### src/rtl/expr_eval_ctrl.sv
// Streaming evaluator for single-digit "+"/"*" expressions terminated by '='.
// Multiplication binds tighter than addition; results wrap modulo 2^W.
module expr_eval_ctrl #(
    parameter int unsigned W = 32
) (
    input  logic         clk,
    input  logic         clr,
    input  logic [7:0]   in,
    input  logic         in_valid,
    output logic         in_ready,
    output logic         out_valid,
    output logic [W-1:0] result,
    output logic         err
);

    localparam logic [7:0] CH_ZERO = 8'h30;
    localparam logic [7:0] CH_NINE = 8'h39;
    localparam logic [7:0] CH_PLUS = 8'h2B;
    localparam logic [7:0] CH_MUL  = 8'h2A;
    localparam logic [7:0] CH_EQ   = 8'h3D;

    typedef enum logic [1:0] {
        EXP_DIG,
        EXP_OP,
        ERR,
        DONE
    } state_t;

    state_t       state;
    state_t       state_nxt;
    logic [W-1:0] s_q;
    logic [W-1:0] s_nxt;
    logic [W-1:0] p_q;
    logic [W-1:0] p_nxt;
    logic [W-1:0] result_nxt;
    logic         err_nxt;
    logic         out_valid_nxt;

    logic         xfer;
    logic         is_digit;
    logic         is_plus;
    logic         is_mul;
    logic         is_eq;
    logic [W-1:0] digit_val;

    // Ready is withheld during reset and for the single result cycle.
    assign in_ready  = !clr && (state != DONE);
    assign xfer      = in_valid && in_ready;
    assign is_digit  = (in >= CH_ZERO) && (in <= CH_NINE);
    assign is_plus   = (in == CH_PLUS);
    assign is_mul    = (in == CH_MUL);
    assign is_eq     = (in == CH_EQ);
    assign digit_val = W'(in - CH_ZERO);

    // Next-state and datapath updates; S holds finished terms, P the open product.
    always_comb begin
        state_nxt     = state;
        s_nxt         = s_q;
        p_nxt         = p_q;
        result_nxt    = result;
        err_nxt       = err;
        out_valid_nxt = 1'b0;

        case (state)
            EXP_DIG: begin
                if (xfer) begin
                    if (is_digit) begin
                        p_nxt     = p_q * digit_val;
                        state_nxt = EXP_OP;
                    end else if (is_eq) begin
                        result_nxt    = '0;
                        err_nxt       = 1'b1;
                        out_valid_nxt = 1'b1;
                        state_nxt     = DONE;
                    end else begin
                        state_nxt = ERR;
                    end
                end
            end
            EXP_OP: begin
                if (xfer) begin
                    if (is_mul) begin
                        state_nxt = EXP_DIG;
                    end else if (is_plus) begin
                        s_nxt     = s_q + p_q;
                        p_nxt     = W'(1);
                        state_nxt = EXP_DIG;
                    end else if (is_eq) begin
                        result_nxt    = s_q + p_q;
                        err_nxt       = 1'b0;
                        out_valid_nxt = 1'b1;
                        state_nxt     = DONE;
                    end else begin
                        state_nxt = ERR;
                    end
                end
            end
            ERR: begin
                if (xfer && is_eq) begin
                    result_nxt    = '0;
                    err_nxt       = 1'b1;
                    out_valid_nxt = 1'b1;
                    state_nxt     = DONE;
                end
            end
            DONE: begin
                s_nxt     = '0;
                p_nxt     = W'(1);
                state_nxt = EXP_DIG;
            end
            default: begin
                state_nxt = EXP_DIG;
            end
        endcase
    end

    always_ff @(posedge clk) begin
        if (clr) begin
            state     <= EXP_DIG;
            s_q       <= '0;
            p_q       <= W'(1);
            result    <= '0;
            err       <= 1'b0;
            out_valid <= 1'b0;
        end else begin
            state     <= state_nxt;
            s_q       <= s_nxt;
            p_q       <= p_nxt;
            result    <= result_nxt;
            err       <= err_nxt;
            out_valid <= out_valid_nxt;
        end
    end

endmodule

### config.mk
export PLATFORM = sky130hd
export DESIGN_NAME = expr_eval_ctrl
export DESIGN_NICKNAME = d
export VERILOG_FILES = /design/src/rtl/expr_eval_ctrl.sv
export SDC_FILE = /design/constraint.sdc
export NUM_CORES = 1
export LEC_CHECK = 0
export BUFFER_PORTS_ARGS = -buffer_cell sky130_fd_sc_hd__buf_2
export CAP_MARGIN = 40
export CORE_MARGIN = 5
export CORE_UTILIZATION = 33
export CTS_CLUSTER_SIZE = 30
export DETAILED_ROUTE_END_ITERATION = 6
export HOLD_SLACK_MARGIN = 0.08
export SKIP_LAST_GASP = 1
export SLEW_MARGIN = 10
export SYNTH_ARGS = -nofsm -noshare
export SYNTH_HDL_FRONTEND = slang
export SYNTH_SLANG_ARGS = --single-unit
### constraint.sdc
create_clock -name clk -period 8.85 [get_ports clk]
set_input_delay 1.3275 -clock clk [delete_from_list [all_inputs] [get_ports clk]]
set_output_delay 1.3275 -clock clk [all_outputs]
set_load 0.02 [all_outputs]
# Word level (Yosys, flattened, before mapping)
# Cells that the tools add are included.
# word_totals
wordCells	85
inputBits	11
out_inout_bits	35
reg_bits	100
# op_classes
n_lt_le_gt_ge	2
add_sub_neg	2
n_eq_ne	17
multipliers	1
mux	44
reduce_logical	13
# ops
cell	n
2-to-1 mux 32 bit	16
one-hot mux 32 bit (3 select lines)	2
one-hot mux 32 bit (2 select lines)	1
adder 32 bit	1
multiplier 32 x 9 -> 32 bit	1
equality test 8 x 6 -> 1 bit, second input constant	3
!= test 2 bit, second input constant	11
2-to-1 mux 1 bit	16
2-to-1 mux 2 bit	6
AND reduction 9 bit	1
subtractor 8 x 6 -> 9 bit, second input constant	1
>= comparator 8 x 6 -> 1 bit, second input constant	1
<= comparator 8 x 6 -> 1 bit, second input constant	1
one-hot mux 2 bit (4 select lines)	1
one-hot mux 1 bit (3 select lines)	2
AND reduction 6 bit	1
nonzero test 3 bit	2
equality test 2 bit, second input constant	2
logical AND 1 bit	4
AND reduction 4 bit	1
AND reduction 3 bit	1
equality test 2 x 1 -> 1 bit, second input constant	1
logical NOT 2 bit	1
nonzero test 2 bit	1
logical NOT 1 bit	1

# Longest topological paths before layout
# Gate-level depths: netlist of run 1.
# depth
word_depth	6
depth_mapped	23
ltp_nobuf	21

# Least setup slack after synthesis of run 1
# No wires, ideal clock.
# synth_timing
path_kind	input-to-reg
from	input in[4]
to	register p_q[27]
setup_time_ps	128
path_stages	23
arrival_ps	7065
setup_slack_ps	1657
n_path_buf	3
required_ps	8722
cell_sequence	clkbuf_1 clkbuf_1 inv_1 ha_1 clkbuf_1 nand2b_1 fa_1 fa_1 fa_1 inv_1 fa_1 inv_1 fa_1 inv_1 ha_1 o21a_1 o31a_1 o221a_2 a211o_1 a21oi_1 o221ai_1 xnor2_1 o21ai_0
# synth_via
elab_chain_cells	5
elab_cells_between_ends	14
cone_classes	add/sub: 1; mul: 1; order compare: 2; eq/ne: 5; mux: 3; reduce/logical: 2
# synth_lines
element	line_no	rtl
start: declaration	8	input logic [7:0] in,
subtractor 8 x 6 -> 9 bit	53	assign digit_val = W'(in - CH_ZERO);
multiplier 32 x 9 -> 32 bit	68	p_nxt = p_q * digit_val;
2-to-1 mux 32 bit	67	if (is_digit) begin
2-to-1 mux 32 bit	66	if (xfer) begin
one-hot mux 32 bit (3 select lines)	64	case (state)
end signal: assignment	128	p_q <= p_nxt;
end: declaration	33	logic [W-1:0] p_q;
# Several ways; a longest one is shown, not always the timed one. The select of a mux whose other input is x is not followed.
# A chain may end at the register's enable or synchronous reset.

# Worst setup path in the final report of run 1
# layout_timing
from	input in[4]
to	register p_q[30]
# The elaborated chain is that of the path after synthesis.

==> impl_metrics.tcl, run 1 <==
set metrics [dict create \
    timing.max_slew.rel_slack 0.444 \
    die_width_um 207 \
    die_h_um 207 \
    detail_route.drc_violations 0 \
    io_buffers 45 \
    core.rowCount 72 \
    clockBufferDepth 2 \
    io-pin-count 46 \
    gr-usage-all-layers 0.161 \
    wl_per_cell_um 16.4 \
    dr.first_iter.drc_count 527 \
    final_cell_count_no_fill 2022 \
    largest_net_degree_at_the_start_of_global_routing 49 \
    cts_tree "built" \
    status "completed" \
    hpwlAfterDp_um 25900 \
    ir_drop_mv 0.0654 \
    ctsHtreeMaxLevel 3 \
    synth.ff_latch_count 100 \
    cp-end-kind "register" \
    clock_power_share 0.416 \
    clock_latency_ns 0.36 \
    synth_ff_type "sky130_fd_sc_hd__dfxtp_1" \
    mapped_nets 1795 \
    timing.hold.ws_ns 0.460 \
    detailedPlace.worstSlack_ns 0.977 \
    critPathLaunchType "primary input" \
    worst_hold_path_type "register to register" \
    route.detailed.vias_per_inst 5.06 \
    fmax_ghz 0.134 \
    sum_neg_setup_slack_ns 0 \
    clock_skew_ns 0.0105 \
    ys.warnings.count 0 \
    synth-edff-count 0 \
    areaGrowthSynthToFinish_pct 8.22 \
    powerDensity_nw_per_um2 74.6 \
    report.final.setup_viol 0 \
    ys_async_sr_fraction 0 \
    first_global_vias 10700 \
    dieArea_um2 42700 \
    clk_pin_slew_worst_paths_ns 0.08 \
    overflow 0 \
    initial_core_util 0.332 \
    cap_viol_max_count 0 \
    coreArea_um2 38500 \
    post_cts_buffers 0 \
    syn-cell-area_um2 12800 \
    clkSinkCount 100 \
    comb_power_share 0.143 \
    final_util 0.359 \
    p_sw_mw 0.298 \
    route.vias.total 10200 \
    dp.cells 2005 \
    swShare 0.289 \
    synth_cells 1505 \
    register_area_share_after_synthesis 0.157 \
    final_total_power_mw 1.03 \
    p_seq_frac 0.440 \
    final_net_count 1788 \
    report.final.slew_viol_count 0 \
    cellInternalPower_mw 0.734 \
    cts_root_buf "sky130_fd_sc_hd__clkbuf_16" \
    global_route_wire_length_before_repair_um 55600 \
    antenna_violating_nets_post_route 0 \
    crit_fanout 21 \
    finalHoldViolations 0 \
    final_layout_size_suffix_gt1_frac 0.0605 \
    final_min_period_over_clock_period 0.845 \
    antenna_found_initial 2 \
    rsz0062_at_grt "false" \
    cts_hold_buf 0 \
    p_leak_nw 6.46 \
    critPathRequiredTime_ns 9.06 \
    cts_repair_resize_count 0 \
    worstSetupPathType "primary input to register" \
    critPathArrivalTime_ns 7.68 \
    placed_area_um2 13500 \
    post-route-worst-setup-slack_ns 1.38 \
    worst_tran_pin_value_ns 0.833 \
    avgSynthCellArea_um2 8.49 \
    synthDistinctLibCells 63 \
    final.min_clock_period_ns 7.47 \
    globalplace.congestion 0.899 \
    detail_route.wirelength_um 33100 \
    post-route-cell-area_um2 13800 \
    dr.pass1.iters 5 \
    cts_buffers 9 \
]
[flip-flops by register name (all words and copies together) (netlist names)]
register   cells
err            1
out_valid      1
p_q           32
result        32
s_q           32
state          2
[power by group through the flow]
stage | Clock [mW] | Sequential (mW) | Combinational, mW
5_1_grt | 0.455 | 0.455 | 0.167
3_3_place_gp | 0 | 0.465 | 0.143
6_report | 0.429 | 0.454 | 0.148
3_5_place_dp | 0 | 0.465 | 0.147
2_1_floorplan | 0 | 0.462 | 0.102
4_1_cts | 0.437 | 0.454 | 0.149
[placed cells by master, fill, tap and decap left out, types with 11 or more instances in the layout]
| cell | n |
|---|---|
| sky130_fd_sc_hd__a211oi_1 | 16 |
| sky130_fd_sc_hd__a21o_1 | 12 |
| sky130_fd_sc_hd__a21oi_1 | 56 |
| sky130_fd_sc_hd__a22o_1 | 27 |
| sky130_fd_sc_hd__a22oi_1 | 36 |
| sky130_fd_sc_hd__and2_1 | 79 |
| sky130_fd_sc_hd__buf_2 | 45 |
| sky130_fd_sc_hd__buf_4 | 14 |
| sky130_fd_sc_hd__dfxtp_1 | 100 |
| sky130_fd_sc_hd__fa_1 | 181 |
| sky130_fd_sc_hd__ha_1 | 98 |
| sky130_fd_sc_hd__inv_1 | 233 |
| sky130_fd_sc_hd__nand2_1 | 152 |
| sky130_fd_sc_hd__nand3_1 | 17 |
| sky130_fd_sc_hd__nor2_1 | 118 |
| sky130_fd_sc_hd__nor2b_1 | 55 |
| sky130_fd_sc_hd__o21a_1 | 11 |
| sky130_fd_sc_hd__o21ai_0 | 47 |
| sky130_fd_sc_hd__xnor2_1 | 44 |
| sky130_fd_sc_hd__xor2_1 | 20 |
[worst max-delay path: stages]
cell,delay [ns]
sky130_fd_sc_hd__buf_2,0.26
sky130_fd_sc_hd__buf_4,0.34
sky130_fd_sc_hd__inv_1,0.10
sky130_fd_sc_hd__ha_1,0.83
sky130_fd_sc_hd__nand2b_1,0.21
sky130_fd_sc_hd__fa_1,0.45
sky130_fd_sc_hd__fa_1,0.51
sky130_fd_sc_hd__fa_1,0.50
sky130_fd_sc_hd__inv_1,0.05
sky130_fd_sc_hd__fa_1,0.49
sky130_fd_sc_hd__inv_1,0.06
sky130_fd_sc_hd__fa_1,0.50
sky130_fd_sc_hd__inv_1,0.04
sky130_fd_sc_hd__ha_1,0.23
sky130_fd_sc_hd__a2111oi_0,0.34
sky130_fd_sc_hd__o21ai_0,0.20
sky130_fd_sc_hd__nor2b_1,0.18
sky130_fd_sc_hd__a21bo_2,0.23
sky130_fd_sc_hd__a311oi_1,0.41
sky130_fd_sc_hd__o31ai_1,0.16
sky130_fd_sc_hd__xnor2_1,0.16
sky130_fd_sc_hd__o21ai_0,0.08
[cell families after synthesis]
kind of cell,count (synthesis),share of synthesized area
AND/OR/NAND/NOR,483,0.185
buffers and inverters,312,0.0917
adder cells (fa/ha/maj),279,0.380
AO/OA/AOI/OAI,265,0.141
flip-flops,100,0.157
XOR/XNOR,64,0.0439
multiplexers,2,0.00157
[cells in the mapped netlist, types with 3 or more instances]
library cell	n	area, um^2
sky130_fd_sc_hd__nand2_1	152	571
sky130_fd_sc_hd__and4_1	4	35.0
sky130_fd_sc_hd__nor3_1	7	35.0
sky130_fd_sc_hd__nor2b_1	55	344
sky130_fd_sc_hd__xnor2_1	44	385
sky130_fd_sc_hd__nor2_1	119	447
sky130_fd_sc_hd__a31oi_1	7	43.8
sky130_fd_sc_hd__and2_1	79	494
sky130_fd_sc_hd__and3_1	9	56.3
sky130_fd_sc_hd__nor3b_1	4	30.0
sky130_fd_sc_hd__o21ai_0	47	235
sky130_fd_sc_hd__o21ai_1	3	15.0
sky130_fd_sc_hd__a21oi_1	56	280
sky130_fd_sc_hd__ha_1	98	1230
sky130_fd_sc_hd__nand4_1	5	31.3
sky130_fd_sc_hd__fa_1	181	3620
sky130_fd_sc_hd__o21a_1	11	82.6
sky130_fd_sc_hd__or3_1	6	37.5
sky130_fd_sc_hd__a211o_1	5	43.8
sky130_fd_sc_hd__nand3_1	17	85.1
sky130_fd_sc_hd__xor2_1	20	175
sky130_fd_sc_hd__a32o_1	4	40.0
sky130_fd_sc_hd__nand2b_1	7	43.8
sky130_fd_sc_hd__a21o_1	12	90.1
sky130_fd_sc_hd__nor4_1	3	18.8
sky130_fd_sc_hd__a22oi_1	36	270
sky130_fd_sc_hd__o21bai_1	4	30.0
sky130_fd_sc_hd__buf_1	10	37.5
sky130_fd_sc_hd__nand3b_1	3	22.5
sky130_fd_sc_hd__o211ai_1	6	45.0
sky130_fd_sc_hd__clkbuf_1	69	259
sky130_fd_sc_hd__a22o_1	27	236
sky130_fd_sc_hd__dfxtp_1	100	2000
sky130_fd_sc_hd__o31ai_1	4	30.0
sky130_fd_sc_hd__inv_1	233	875
sky130_fd_sc_hd__a211oi_1	16	120
sky130_fd_sc_hd__a2111oi_0	3	26.3
sky130_fd_sc_hd__or2_2	4	25.0
[final timing paths]
check	start	to	slack, ns	cells after the start
setup / recovery	in[4]	p_q[30]	1.38	22
hold / removal	result[30]	result[30]	0.46	2
setup reg to reg	p_q[8]	p_q[30]	2.90	20
hold reg to reg	result[30]	result[30]	0.46	2
[metal layers]
layer / share of wire / global-route usage / up-vias / routed length (um)
met5: 0.00039 / 0 / - / 13
met1: 0.45 / 0.218 / 5136 / 15000
li1: - / - / 4829 / -
met4: 0.021 / 0.0380 / 2 / 686
met3: 0.038 / 0.0134 / 47 / 1240
met2: 0.49 / 0.280 / 208 / 16100
[final cells by class]
cell class	instances	area (um^2)
diodes	1	2.50
clock buffers	10	239
clock inverters	6	80.1
fillers	3945	24600
inverters	233	875
multi-input cells	1093	9610
flip-flops and latches	100	2000
well taps	518	648
repair buffers	61	369
Power figures use the tool's default switching activity.
==> run 2: changes to the inputs <==
==> constraint.sdc (replaced) <==
create_clock -name clk -period 7.4 [get_ports clk]
set_input_delay 1.11 -clock clk [delete_from_list [all_inputs] [get_ports clk]]
set_output_delay 1.11 -clock clk [all_outputs]
set_load 0.02 [all_outputs]
==> run 2 against run 1 <==
  * Clock power rose by 11%
  * Critical path type unchanged
  * Highest routed layer unchanged
  * Global-route usage shrank 0.79 points
  * Wire length fell by 3.9%
  * Final area down 0.32%
  * Largest power group unchanged
  * Die area is the same
==> impl_metrics.tcl, run 2 (synthesis gave the netlist of run 1 again) <==
set metrics [dict create \
    status "completed" \
    rr_endpoint "p_q[16]" \
    clockBufferDepth 2 \
    route.detailed.vias_per_inst 4.98 \
    final_min_period_over_clock_period 0.899 \
    cts_root_buf "sky130_fd_sc_hd__clkbuf_16" \
    worst_tran_pin_value_ns 0.826 \
    p_sw_mw 0.346 \
    detailedPlace.worstSlack_ns 0.463 \
    rsz0062_at_grt "false" \
    post_cts_buffers 0 \
    finalHoldViolations 0 \
    post-route-cell-area_um2 13800 \
    antenna_found_initial 3 \
    route.vias.total 10100 \
    final_net_count 1788 \
    dieArea_um2 42700 \
    io-pin-count 46 \
    p_seq_frac 0.457 \
    critPathArrivalTime_ns 6.89 \
    io_buffers 45 \
    worstSetupPathType "primary input to register" \
    hold-path-cell-count 2 \
    timing.hold.ws_ns 0.461 \
    ctsHtreeMaxLevel 3 \
    post-route-worst-setup-slack_ns 0.748 \
    globalplace.congestion 0.878 \
    most-common-layout-cells "sky130_fd_sc_hd__inv_1, sky130_fd_sc_hd__fa_1, sky130_fd_sc_hd__nand2_1" \
    detail_route.wirelength_um 31800 \
    final_layout_size_suffix_gt1_frac 0.0605 \
    grt_util_met3 0.0169 \
    antenna-diode-count 0 \
    clkSinkCount 100 \
    placed_area_um2 13500 \
    globalRouteMet2Util 0.260 \
    cts_tree "built" \
    first_global_vias 10300 \
    biggestRegsByFlops "p_q (32), result (32), s_q (32)" \
    core.rowCount 72 \
    cts_buffers 9 \
    overflow 0 \
    die_width_um 207 \
    detail_route.drc_violations 0 \
    crit_fanout 5 \
    min-delay-start "result[20]" \
    cp-end-kind "register" \
    clock_power_share 0.400 \
    sum_neg_setup_slack_ns 0 \
    ir_drop_mv 0.121 \
    wl_per_cell_um 15.7 \
    report.final.slew_viol_count 0 \
    cap_viol_max_count 0 \
    most_common_cell_after_layout_fill_and_taps_aside "sky130_fd_sc_hd__inv_1" \
    largest_net_degree_at_the_start_of_global_routing 33 \
    clk_pin_slew_worst_paths_ns 0.08 \
    coreArea_um2 38500 \
    fmax_ghz 0.150 \
    critPathLaunchType "primary input" \
    whs_endpoint "result[20]" \
    r2r_start "p_q[8]" \
    antenna_violating_nets_post_route 0 \
    clock_skew_ns 0.0133 \
    cellInternalPower_mw 0.842 \
    cts_hold_buf 0 \
    clock_latency_ns 0.35 \
    powerDensity_nw_per_um2 86.2 \
    final.min_clock_period_ns 6.65 \
    final_util 0.358 \
    global_route_wire_length_before_repair_um 53000 \
    hpwlAfterDp_um 25200 \
    globalRouteMet1Util 0.208 \
    report.final.setup_viol 0 \
    timing.max_slew.rel_slack 0.447 \
    worst_r2r_path_cells 20 \
    initial_core_util 0.332 \
    cts_repair_resize_count 0 \
    dr.first_iter.drc_count 549 \
    regToRegSetupSlack_ns 1.36 \
    swShare 0.291 \
    p_leak_nw 6.45 \
    critPathRequiredTime_ns 7.64 \
    gr-usage-all-layers 0.153 \
    die_h_um 207 \
    global_route.peak_usage_layer "met2" \
    num-fill-cells 3986 \
    areaGrowthSynthToFinish_pct 7.88 \
    worst_hold_path_type "register to register" \
    dr.pass1.iters 6 \
    comb_power_share 0.143 \
]
## run 2: routing by layer
metal  part of all wire  wire length, um
met4              0.026              831
met3              0.037             1170
met5            0.00063               20
met2               0.48            15200
met1               0.46            14600
## run 2: final cells by class
class | instances | area [um^2] | share of cell area
multi-input combinational | 1093 | 9610 | 0.697
clock buffer | 10 | 239 | 0.0173
timing repair buffer | 61 | 353 | 0.0256
tap | 518 | 648 | 0.0470
sequential | 100 | 2000 | 0.145
clock inverter | 6 | 55.1 | 0.00400
inverter | 233 | 875 | 0.0635
## run 2: worst max path at each step
stage | startpoint | end | slack, ns | depth (start not counted)
final | in[4] | p_q[16] | 0.75 | 21
after global routing | in[4] | p_q[16] | 0.41 | 21
after CTS | in[4] | p_q[16] | 0.80 | 21
after detailed placement | in[4] | p_q[16] | 0.46 | 21
after global placement | in[4] | p_q[27] | 0.63 | 21
after floorplan | in[4] | p_q[27] | 0.42 | 23
## run 2: critical path: stages
cell,delay [ns]
sky130_fd_sc_hd__buf_2,0.12
sky130_fd_sc_hd__ha_1,0.26
sky130_fd_sc_hd__or3_1,0.34
sky130_fd_sc_hd__or2_2,0.29
sky130_fd_sc_hd__fa_1,0.50
sky130_fd_sc_hd__fa_1,0.43
sky130_fd_sc_hd__fa_1,0.49
sky130_fd_sc_hd__inv_1,0.07
sky130_fd_sc_hd__fa_1,0.49
sky130_fd_sc_hd__inv_1,0.06
sky130_fd_sc_hd__fa_1,0.50
sky130_fd_sc_hd__inv_1,0.04
sky130_fd_sc_hd__ha_1,0.23
sky130_fd_sc_hd__a2111oi_0,0.34
sky130_fd_sc_hd__o21ai_0,0.23
sky130_fd_sc_hd__nor2b_1,0.20
sky130_fd_sc_hd__o21ai_0,0.26
sky130_fd_sc_hd__a21boi_0,0.16
sky130_fd_sc_hd__o21a_1,0.19
sky130_fd_sc_hd__or3_1,0.32
sky130_fd_sc_hd__a31o_2,0.26
## run 2: metrics by stage
step	power (mW)	std cells
after floorplan	0.674	1505
after global placement	0.724	2003
after detailed placement	0.726	2005
after CTS	1.20	2021
after global routing	1.25	2021
final	1.19	2021
## run 2: power by group through the flow
stage	combinational, mW	sequential, mW	clock (mW)
global route	0.194	0.544	0.509
floorplan	0.121	0.552	0
finish	0.170	0.543	0.475
global placement	0.168	0.556	0
detailed placement	0.170	0.556	0
CTS	0.172	0.543	0.487
